--- config.mk ---
export PLATFORM = sky130hd
export DESIGN_NAME = sync_r2w_level_flat
export DESIGN_NICKNAME = d
export VERILOG_FILES = /design/src/rtl/sync_r2w_level_if.sv /design/src/rtl/sync_r2w_level.sv /design/src/flat_wrapper.sv
export SDC_FILE = /design/constraint.sdc
export NUM_CORES = 1
export LEC_CHECK = 0
export CORE_ASPECT_RATIO = 1.25
export CORE_MARGIN = 1.5
export CORE_UTILIZATION = 60
export DETAILED_ROUTE_END_ITERATION = 8
export DONT_BUFFER_PORTS = 1
export GPL_ROUTABILITY_DRIVEN = 0
export PLACE_DENSITY = 0.83
export SLEW_MARGIN = 25
export SYNTH_ARGS = -nofsm -noshare
export SYNTH_HDL_FRONTEND = slang
export SYNTH_SLANG_ARGS = --single-unit
--- constraint.sdc ---
create_clock -name wclk -period 4.2 [get_ports wclk]
set_input_delay 0.84 -clock wclk [delete_from_list [all_inputs] [get_ports wclk]]
set_output_delay 0.84 -clock wclk [all_outputs]
set_load 0.01 [all_outputs]
--- src/rtl/sync_r2w_level_if.sv ---
// Signal bundle between a FIFO write-side controller and the read-pointer
// synchronizer / level calculator.
interface sync_r2w_level_if #(
    parameter int ASIZE = 4
);
    logic [ASIZE:0] rptr;
    logic [ASIZE:0] wbin;
    logic [ASIZE:0] walmost_thresh;
    logic           werr_clr;

    logic [ASIZE:0] wq_rptr;
    logic [ASIZE:0] wrbin;
    logic [ASIZE:0] wlevel;
    logic           wfull;
    logic           walmost_full;
    logic           wupd;
    logic           werr_gray;
    logic           werr_ovf;

    modport master (
        output rptr, wbin, walmost_thresh, werr_clr,
        input  wq_rptr, wrbin, wlevel, wfull, walmost_full, wupd, werr_gray, werr_ovf
    );

    modport slave (
        input  rptr, wbin, walmost_thresh, werr_clr,
        output wq_rptr, wrbin, wlevel, wfull, walmost_full, wupd, werr_gray, werr_ovf
    );
endinterface

--- src/rtl/sync_r2w_level.sv ---
// Brings the Gray read pointer into the write clock domain and derives the
// write-side occupancy, full/almost-full flags and sticky integrity errors.
module sync_r2w_level #(
    parameter int ASIZE  = 4,
    parameter int STAGES = 2
) (
    input  logic              wclk,
    input  logic              wrst_n,
    sync_r2w_level_if.slave   bus
);
    localparam logic [ASIZE:0] DEPTH = {1'b1, {ASIZE{1'b0}}};

    logic [ASIZE:0] sync_q [STAGES];
    logic [ASIZE:0] sync_d [STAGES];
    logic [ASIZE:0] wq_rptr;
    logic [ASIZE:0] rbin;
    logic [ASIZE:0] gray_diff;

    logic [ASIZE:0] wq_prev_q, wq_prev_d;
    logic [ASIZE:0] wrbin_q, wrbin_d;
    logic [ASIZE:0] wlevel_q, wlevel_d;
    logic           wfull_q, wfull_d;
    logic           walmost_full_q, walmost_full_d;
    logic           wupd_q, wupd_d;
    logic           werr_gray_q, werr_gray_d;
    logic           werr_ovf_q, werr_ovf_d;

    assign wq_rptr = sync_q[STAGES-1];

    // Each binary bit is the XOR of all Gray bits at or above it.
    genvar gi;
    generate
        for (gi = 0; gi <= ASIZE; gi++) begin : g_g2b
            assign rbin[gi] = ^wq_rptr[ASIZE:gi];
        end
    endgenerate

    always_comb begin
        sync_d[0] = bus.rptr;
        for (int k = 1; k < STAGES; k++) begin
            sync_d[k] = sync_q[k-1];
        end
    end

    always_comb begin
        wq_prev_d      = wq_rptr;
        wrbin_d        = rbin;
        wlevel_d       = bus.wbin - rbin;
        wfull_d        = (wlevel_d == DEPTH);
        walmost_full_d = (wlevel_d >= bus.walmost_thresh);
        gray_diff      = wq_rptr ^ wq_prev_q;
        wupd_d         = |gray_diff;
        // A set condition wins over a simultaneous clear.
        werr_gray_d    = ((gray_diff & (gray_diff - 1'b1)) != '0) ||
                         (werr_gray_q && !bus.werr_clr);
        werr_ovf_d     = (wlevel_d > DEPTH) || (werr_ovf_q && !bus.werr_clr);
    end

    always_ff @(posedge wclk or negedge wrst_n) begin
        if (!wrst_n) begin
            for (int k = 0; k < STAGES; k++) begin
                sync_q[k] <= '0;
            end
            wq_prev_q      <= '0;
            wrbin_q        <= '0;
            wlevel_q       <= '0;
            wfull_q        <= 1'b0;
            walmost_full_q <= 1'b0;
            wupd_q         <= 1'b0;
            werr_gray_q    <= 1'b0;
            werr_ovf_q     <= 1'b0;
        end else begin
            for (int k = 0; k < STAGES; k++) begin
                sync_q[k] <= sync_d[k];
            end
            wq_prev_q      <= wq_prev_d;
            wrbin_q        <= wrbin_d;
            wlevel_q       <= wlevel_d;
            wfull_q        <= wfull_d;
            walmost_full_q <= walmost_full_d;
            wupd_q         <= wupd_d;
            werr_gray_q    <= werr_gray_d;
            werr_ovf_q     <= werr_ovf_d;
        end
    end

    assign bus.wq_rptr      = wq_rptr;
    assign bus.wrbin        = wrbin_q;
    assign bus.wlevel       = wlevel_q;
    assign bus.wfull        = wfull_q;
    assign bus.walmost_full = walmost_full_q;
    assign bus.wupd         = wupd_q;
    assign bus.werr_gray    = werr_gray_q;
    assign bus.werr_ovf     = werr_ovf_q;
endmodule

--- src/flat_wrapper.sv ---
// flat-port wrapper written by rule: the top's interface ports become plain ports
module sync_r2w_level_flat 
#(
    parameter int ASIZE  = 4,
    parameter int STAGES = 2
)
  (wclk, wrst_n, bus_rptr, bus_wbin, bus_walmost_thresh, bus_werr_clr, bus_wq_rptr, bus_wrbin, bus_wlevel, bus_wfull, bus_walmost_full, bus_wupd, bus_werr_gray, bus_werr_ovf);
  sync_r2w_level_if #(.ASIZE(ASIZE)) bus_i ();
  input  logic wclk;
  input  logic wrst_n;
  input wire logic [$bits(bus_i.rptr)-1:0] bus_rptr;
  input wire logic [$bits(bus_i.wbin)-1:0] bus_wbin;
  input wire logic [$bits(bus_i.walmost_thresh)-1:0] bus_walmost_thresh;
  input wire logic [$bits(bus_i.werr_clr)-1:0] bus_werr_clr;
  output wire logic [$bits(bus_i.wq_rptr)-1:0] bus_wq_rptr;
  output wire logic [$bits(bus_i.wrbin)-1:0] bus_wrbin;
  output wire logic [$bits(bus_i.wlevel)-1:0] bus_wlevel;
  output wire logic [$bits(bus_i.wfull)-1:0] bus_wfull;
  output wire logic [$bits(bus_i.walmost_full)-1:0] bus_walmost_full;
  output wire logic [$bits(bus_i.wupd)-1:0] bus_wupd;
  output wire logic [$bits(bus_i.werr_gray)-1:0] bus_werr_gray;
  output wire logic [$bits(bus_i.werr_ovf)-1:0] bus_werr_ovf;
  assign bus_i.rptr = bus_rptr;
  assign bus_i.wbin = bus_wbin;
  assign bus_i.walmost_thresh = bus_walmost_thresh;
  assign bus_i.werr_clr = bus_werr_clr;
  assign bus_wq_rptr = bus_i.wq_rptr;
  assign bus_wrbin = bus_i.wrbin;
  assign bus_wlevel = bus_i.wlevel;
  assign bus_wfull = bus_i.wfull;
  assign bus_walmost_full = bus_i.walmost_full;
  assign bus_wupd = bus_i.wupd;
  assign bus_werr_gray = bus_i.werr_gray;
  assign bus_werr_ovf = bus_i.werr_ovf;
  sync_r2w_level #(.ASIZE(ASIZE), .STAGES(STAGES)) u_core (.wclk(wclk), .wrst_n(wrst_n), .bus(bus_i));
endmodule
* Word-level counts from Yosys, hierarchy flattened
Index checks and enable logic that the tools add are counted.
** Word-level totals
- Input bits :: 18
- Output and inout bits :: 20
- Logic and storage cells :: 28
- Flip-flop bits (word level) :: 30
** Cells by class
- Reductions and logical operators :: 11
- Order comparisons :: 2
- Eq/ne operators :: 1
- Add/sub/neg operators :: 2
- Bitwise operators :: 2
** Operators with widths (number)
- 5-bit bitwise AND :: 1
- 5-bit equality test (second input constant) :: 1
- 5-bit greater-or-equal comparator :: 1
- 5-bit > comparator (second input constant) :: 1
- 5-bit nonzero test :: 1
- 5-bit OR reduction :: 1
- 5-bit parity :: 1
- 5-bit by 1-bit subtractor with 5-bit output (second input constant) :: 1
- 5-bit subtractor :: 1
- 5-bit bitwise XOR :: 1
- 4-bit parity :: 1
- 3-bit parity :: 1
- 1-bit logical AND :: 2
- 1-bit logical OR :: 2
- 2-bit parity :: 1
- 1-bit zero test :: 1

* Logic depth before layout (Yosys ltp)
Gate-level depths: netlist (run 1).
- Word-level depth :: 5
- Gate-level depth with buffers :: 13
- Mapped depth without buffers :: 13

* Least setup slack after synthesis (run 1)
Ideal clock, no wire load.
- Path type :: register to register
- From :: register u_core.sync_q, in the netlist u_core.bus.wq_rptr[4]
- To :: register u_core.walmost_full_q, in the netlist u_core.bus.walmost_full
- Stages on the path, launching flop included :: 14
- Path buffers :: 0
- Library setup time :: 0.126 ns
- Data arrival time :: 2.927 ns
- Required time :: 4.074 ns
- Path slack :: 1.147 ns
- Cells stage by stage :: dfrtp_1 xnor2_2 inv_2 xnor2_4 xor2_2 xnor2_1 ha_1 fa_1 xnor2_1 ha_1 a21oi_1 o21ai_0 a21o_1 maj3_2
** On the way
- Cells in the longest elaborated chain, start to end :: 3
** RTL lines
- start: declaration :: line sync_r2w_level.sv:13 : logic [ASIZE:0] sync_q [STAGES];
- start signal: indexed assignment :: line sync_r2w_level.sv:74 : sync_q[k] <= sync_d[k];
- 2-bit parity :: line sync_r2w_level.sv:34 : assign rbin[gi] = ^wq_rptr[ASIZE:gi];
- via u_core.rbin[3] :: line sync_r2w_level.sv:16 : logic [ASIZE:0] rbin;
- 5-bit subtractor :: line sync_r2w_level.sv:48 : wlevel_d = bus.wbin - rbin;
- 5-bit greater-or-equal comparator :: line sync_r2w_level.sv:50 : walmost_full_d = (wlevel_d >= bus.walmost_thresh);
- via u_core.walmost_full_d :: line sync_r2w_level.sv:23 : logic walmost_full_q, walmost_full_d;
- end signal: assignment :: line sync_r2w_level.sv:80 : walmost_full_q <= walmost_full_d;
- end: declaration :: line sync_r2w_level.sv:23
The timed path passes the listed nets, and every way through them passes these cells.

* Worst setup path in the final report (run 1)
Same ends and word-level chain as after synthesis.

==> run metrics, run 1 <==
outcome completed; # IOs 38; Place WS between 700 and 800 ps; Inserted Clock Buffers 5; # port buffers 0; CP peak stage delay roughly 490 ps; Post-route DRC 0; Fill cells 148; path type of the worst min-delay path in -> async; Slew @ Worst Pin approximately 420 ps; first-pass GRT wire length between 2 and 3 mm; Switching Fraction 27.1%; cell area after synthesis roughly 0.0012 mm²; Slowest-stage cell, CP dfrtp_1; Max VDD drop ~320 µV; antenna violations before repair 0; post-cts resize count 0; Initial Util between 60% and 70%; most frequent cells in the layout dfrtp_1 (29), inv_1 (12), ha_1 (8), xnor2_1 (6); CP Capture Type flop; post-route setup slack between 800 and 900 ps; RR Startpoint u_core.bus.wq_rptr[4]; crit path launch type flop; Final Total Pwr around 0.7 mW; WL/cell 13.6 µm; TNS Setup 0 ps; crit-path leading delay family adder cells; std cell rows 18; Lkg Pwr between 0.6 and 0.7 nW; Max clock buf depth 2; Die Wd roughly 43 µm; GRT Total Usage 16.5%; relative slew slack between 70% and 80%; drt pass-1 iters 2; clock skew 5.58 ps; setup violators final 0; largest fanout on the critical path 5; Sw Pwr ~0.19 mW; final antenna diode count 0; vias in the first global route 607; Routed Antenna Nets 0; Comb power frac 17.4%; root buf cell clkbuf_4; 1st-iter DRT viols 6; fmax 0.300 GHz; pwr dens 546 mW/mm²; clk_lat worst skew 330 ps; clock share of power ~32%; Post-CTS Setup Inserts 0; hold-fix buffer count after cts 0; Vias/cell roughly 5.5; Crit path buffers/inverters 1; H-tree depth 2; worst path required time ~4400 ps; clk sinks 29; cell-internal power ~0.52 mW; nets@finish 125; synth unique cells 26; Pins Over Slew Limit 0; top cell type's share of synthesized area approximately 60%; YS warnings 0; CTS clk-pin slew, worst paths about 80 ps; Seq pwr share between 50% and 60%; Gate Count Post-Synth 93; Layout area overhead 7.80%; max cap viols 0; dominant cell type by area after synthesis dfrtp_1; crit-path cells xnor2_2 > inv_2 > xnor2_4 > xor2_2 > xnor2_1 > ha_1 > fa_1 > xnor2_1 > ha_1 > a21oi_1 > o21ai_0 > a21o_1 > maj3_2; share of cells above drive strength 1 between 10% and 20%; dpl hpwl between 1 and 1.5 mm; core area 0.00194 mm²; Worst Path Arrival approximately 3600 ps; Die H ~53 µm; Avg Inst Size Synth 13.1 µm²; unrepaired setup endpoints after global routing no; Mapped Nets 120; Final Hold Viols 0; GRT overflow 0; worst hold margin 195 ps; total wire length 1.62 mm; ranking of synthesized cells by area dfrtp_1 (60%), ha_1 (8.2%), xnor2_1 (4.3%), inv_1 (3.7%), xor2_1 (2.9%); largest net degree at the start of global routing 30; register bit total from synthesis 29; Critical path origin u_core.bus.wq_rptr[4]; TritonCTS clock tree yes; fin util 67.8%; fin crit share between 70% and 80%; Tmin final approximately 3300 ps; critical path type reg -> reg; commonest non-fill, non-tap cell in the layout dfrtp_1; part of the Yosys area used for sequential elements 59.5%; via count 654; Die Area ~0.0023 mm²
==> cell usage after synthesis <==
cell type / instances
inv_1: 12
xnor2_2: 1
mux2i_1: 1
xor2_1: 4
inv_2: 1
xnor2_1: 6
fa_1: 1
or4_1: 1
o221ai_1: 1
a21oi_1: 5
buf_4: 2
a21o_1: 1
xor2_2: 1
o22ai_1: 1
nor2_1: 2
nor2b_1: 1
o21ai_0: 2
or3_1: 1
dfrtp_1: 29
nand4b_1: 1
nand2_1: 4
and2_1: 1
nand2b_1: 4
xnor2_4: 1
maj3_2: 1
ha_1: 8
==> cells by family (layout without fill, tap and decap cells) <==
logic type	count (synthesis)	after routing	share of synthesized area, %
flops	29	29	59.5
simple gates	15	15	6.78
buf+inv	15	21	5.24
xor+xnor	13	13	12.1
fa+ha+maj	10	10	10.8
compound gates	10	10	4.72
mux	1	1	0.821
==> routing by layer <==
layer / routed length [µm] / GRT usage, % / vias to the layer above / share of wire [%]
met4: 43 / 10.6 / 0 / 2.7
met5: 0 / 0 / - / 0
met1: 562 / 16.0 / 313 / 35
met3: 141 / 10.2 / 6 / 8.7
met2: 869 / 25.9 / 28 / 54
li1: - / - / 307 / -
==> registers in the layout (all words and copies together) (netlist names) <==
name and count:
u_core.bus.werr_gray 1, u_core.sync_d 5, u_core.bus.wlevel 5, u_core.bus.wfull 1, u_core.bus.walmost_full 1, u_core.bus.werr_ovf 1, u_core.wq_prev_q 5, u_core.bus.wrbin 4
u_core.bus.wupd 1, u_core.bus.wq_rptr 5
==> power groups by stage <==
stage               logic [mW]  registers, mW  clock network (mW)
floorplan                0.107          0.364                   0
global placement         0.122          0.368                   0
detailed placement       0.128          0.369                   0
CTS                      0.127          0.363               0.238
global route             0.146          0.367               0.250
finish                   0.125          0.362               0.231
==> final timing paths <==
check                                          end  slack, ps  cells past startpoint
max                        u_core.bus.walmost_full        870                     13
min                           u_core.bus.wlevel[3]        190                      0
max reg2reg                u_core.bus.walmost_full        870                     13
min reg2reg                  u_core.bus.wq_rptr[0]        350                      0
max in group asynchronous         u_core.sync_d[4]       3930                      0
min in group wclk            u_core.bus.wq_rptr[0]        350                      0
==> cell type report <==
class / count / area, µm² / share of cell area (%)
flip-flops and latches: 29 / 726 / 55.2
clock inverters: 1 / 30.0 / 2.29
well taps: 20 / 25.0 / 1.90
inverters: 13 / 48.8 / 3.71
clock buffers: 7 / 55.1 / 4.19
multi-input cells: 49 / 429 / 32.7
==> through the flow <==
step	cell area (µm²)	cells
after floorplan	1220	93
after global placement	1230	111
after detailed placement	1230	111
after CTS	1310	119
after global routing	1310	119
final	1310	119
(Power assumes the default switching activity.)
==> run 2, diff against run 1 <==
CORE_UTILIZATION = 54   (was 60)
PLACE_DENSITY = 0.79   (was 0.83)
clock period = 3.05 ns   (was 4.2 ns; I/O delays follow)
==> run 2 against run 1 <==
Count of clock-buffer cells in the layout unchanged. Clock power up 39%. Core utilization down 2.2 points. Global-route usage up 1.5 points. Critical path type unchanged. Critical endpoint unchanged. Largest power group unchanged.
==> run metrics, run 2 (synthesis results as in run 1) <==
post-route cell area 0.00142 mm²; Max VDD drop about 490 µV; Pins Over Slew Limit 0; Comb power frac a little over a fifth; Inserted Clock Buffers 5; Max clock buf depth 2; antenna violations before repair 0; most frequent cells in the layout dfrtp_1 (29), inv_1 (12), ha_1 (7), buf_4 (7); clock share of power between 30% and 40%; Final Hold Viols 0; vias in the first global route 700; largest net degree at the start of global routing 30; largest fanout on the critical path 2; dpl hpwl 1.40 mm; Slowest-stage cell, CP dfrtp_1; # IOs 38; relative slew slack 71.2%; crit-path leading delay family adder cells; # port buffers 0; Vias/cell just under 5; GRT Total Usage around 18%; setup violators final 0; placed cell count 129; first-pass GRT wire length roughly 3.0 mm; Die H between 50 and 60 µm; clk sinks 29; fin util roughly 66%; nets@finish 133; commonest non-fill, non-tap cell in the layout dfrtp_1; Routed Antenna Nets 0; Sw Pwr 0.289 mW; std cell rows 19; worst path required time 3270 ps; share of cells above drive strength 1 23.4%; Fill cells 161; critical path type reg -> reg; CP Capture Type flop; Tmin final 2960 ps; uppermost layer routed met4; Placed Area roughly 0.0013 mm²; Die Wd roughly 45 µm; drt pass-1 iters 4; Crit path buffers/inverters 1; crit-path cells xnor2_2 > inv_2 > xnor2_4 > xor2_2 > xnor2_1 > ha_2 > fa_2 > xnor2_2 > ha_1 > a21oi_2 > o21ai_1 > a21o_1 > maj3_2; clk_lat worst skew 320 ps; Post-CTS Setup Inserts 0; met3 WL about 160 µm; Worst Path Arrival approximately 3200 ps; TritonCTS clock tree yes; cell-internal power between 0.7 and 0.8 mW; cell mode on critical path xnor2_2; CP peak stage delay ~420 ps; Final Total Pwr around 1.0 mW; Switching Fraction between 20% and 30%; Critical path origin u_core.bus.wq_rptr[3]; worst-case reg-to-reg path depth 13; H-tree depth 2; Slew @ Worst Pin approximately 430 ps; final antenna diode count 0; path type of the worst min-delay path in -> async; WL/cell between 10 and 15 µm; Lkg Pwr between 0.6 and 0.7 nW; Seq pwr share 47.9%; clock skew 10.6 ps; Layout area overhead 16.5%; fin cells roughly 140; root buf cell clkbuf_4; crit path launch type flop; pwr dens ~730 mW/mm²; total wire length 1.85 mm; Post-route DRC 0; GRT overflow 0; core area 0.00216 mm²; routed metal-1 wirelength 588 µm; 1st-iter DRT viols 4; outcome completed; fmax ~0.34 GHz; fin crit share between 90% and 100%; via count between 600 and 700; RR Startpoint u_core.bus.wq_rptr[3]; Critical Path Stages 13; Routed met2 length around 1 mm; max cap viols 0; CTS clk-pin slew, worst paths 90 ps; unrepaired setup endpoints after global routing yes; Initial Util a little under three fifths; Die Area 0.00255 mm²
[run 2: metal layers]
layer / vias up / GRT usage [%]
met2: 35 / 29.0
met5: - / 0
met4: 0 / 14.3
met3: 8 / 8.77
li1: 324 / -
met1: 315 / 15.8
[run 2: area by class of cell]
type / count / area (µm²) / share of cell area [%]
Timing Repair Buffer: 8 / 72.6 / 5.11
Tap cell: 31 / 38.8 / 2.73
Inverter: 13 / 48.8 / 3.44
Clock inverter: 1 / 30.0 / 2.11
Sequential cell: 29 / 726 / 51.1
Multi-Input combinational cell: 49 / 449 / 31.6
Clock buffer: 7 / 55.1 / 3.88
[run 2: final timing paths]
check	slack, ps	to
worst max-delay path	90	u_core.bus.walmost_full
worst min-delay path	90	u_core.bus.wrbin[1]
max in group asynchronous	2790	u_core.bus.wq_rptr[4]
worst min register to register	350	u_core.bus.wq_rptr[1]
worst max register to register	90	u_core.bus.walmost_full
min in group wclk	310	u_core.sync_d[4]
[run 2: metrics by stage]
step | hold WS [ps] | setup slack (ps) | setup TNS (ps)
after floorplan | 314 | 19.4 | 0
after global placement | 315 | 5.94 | 0
after detailed placement | 315 | -54.5 | -54.5
after CTS | 79.2 | 16.2 | 0
after global routing | 75.0 | -85.3 | -85.3
final | 87.0 | 90.5 | 0
[run 2: worst reg2reg max path, cell delays in order, from the launching register on]
cell     delay [ps]
dfrtp_1         420
xnor2_2         200
inv_2            90
xnor2_4         170
xor2_2          190
xnor2_1         110
ha_2            190
fa_2            360
xnor2_2         150
ha_1            310
a21oi_2         130
o21ai_1          70
a21o_1          180
maj3_2          290
[run 2: power by group through the flow]
stage,Clock [mW],Combinational (mW),Sequential (mW)
after floorplan,0,0.153,0.501
after global placement,0,0.195,0.504
after detailed placement,0,0.203,0.507
after CTS,0.332,0.216,0.499
after global routing,0.352,0.257,0.508
final,0.320,0.222,0.498
[run 2: repair_timing]
item	4_1_cts	5_1_grt
resized for setup	1	4
endpoints found under the setup margin	1	3
gates cloned	0	0
pin swaps	0	1
hold buffers	1	0
endpoints found under the hold margin	29	0
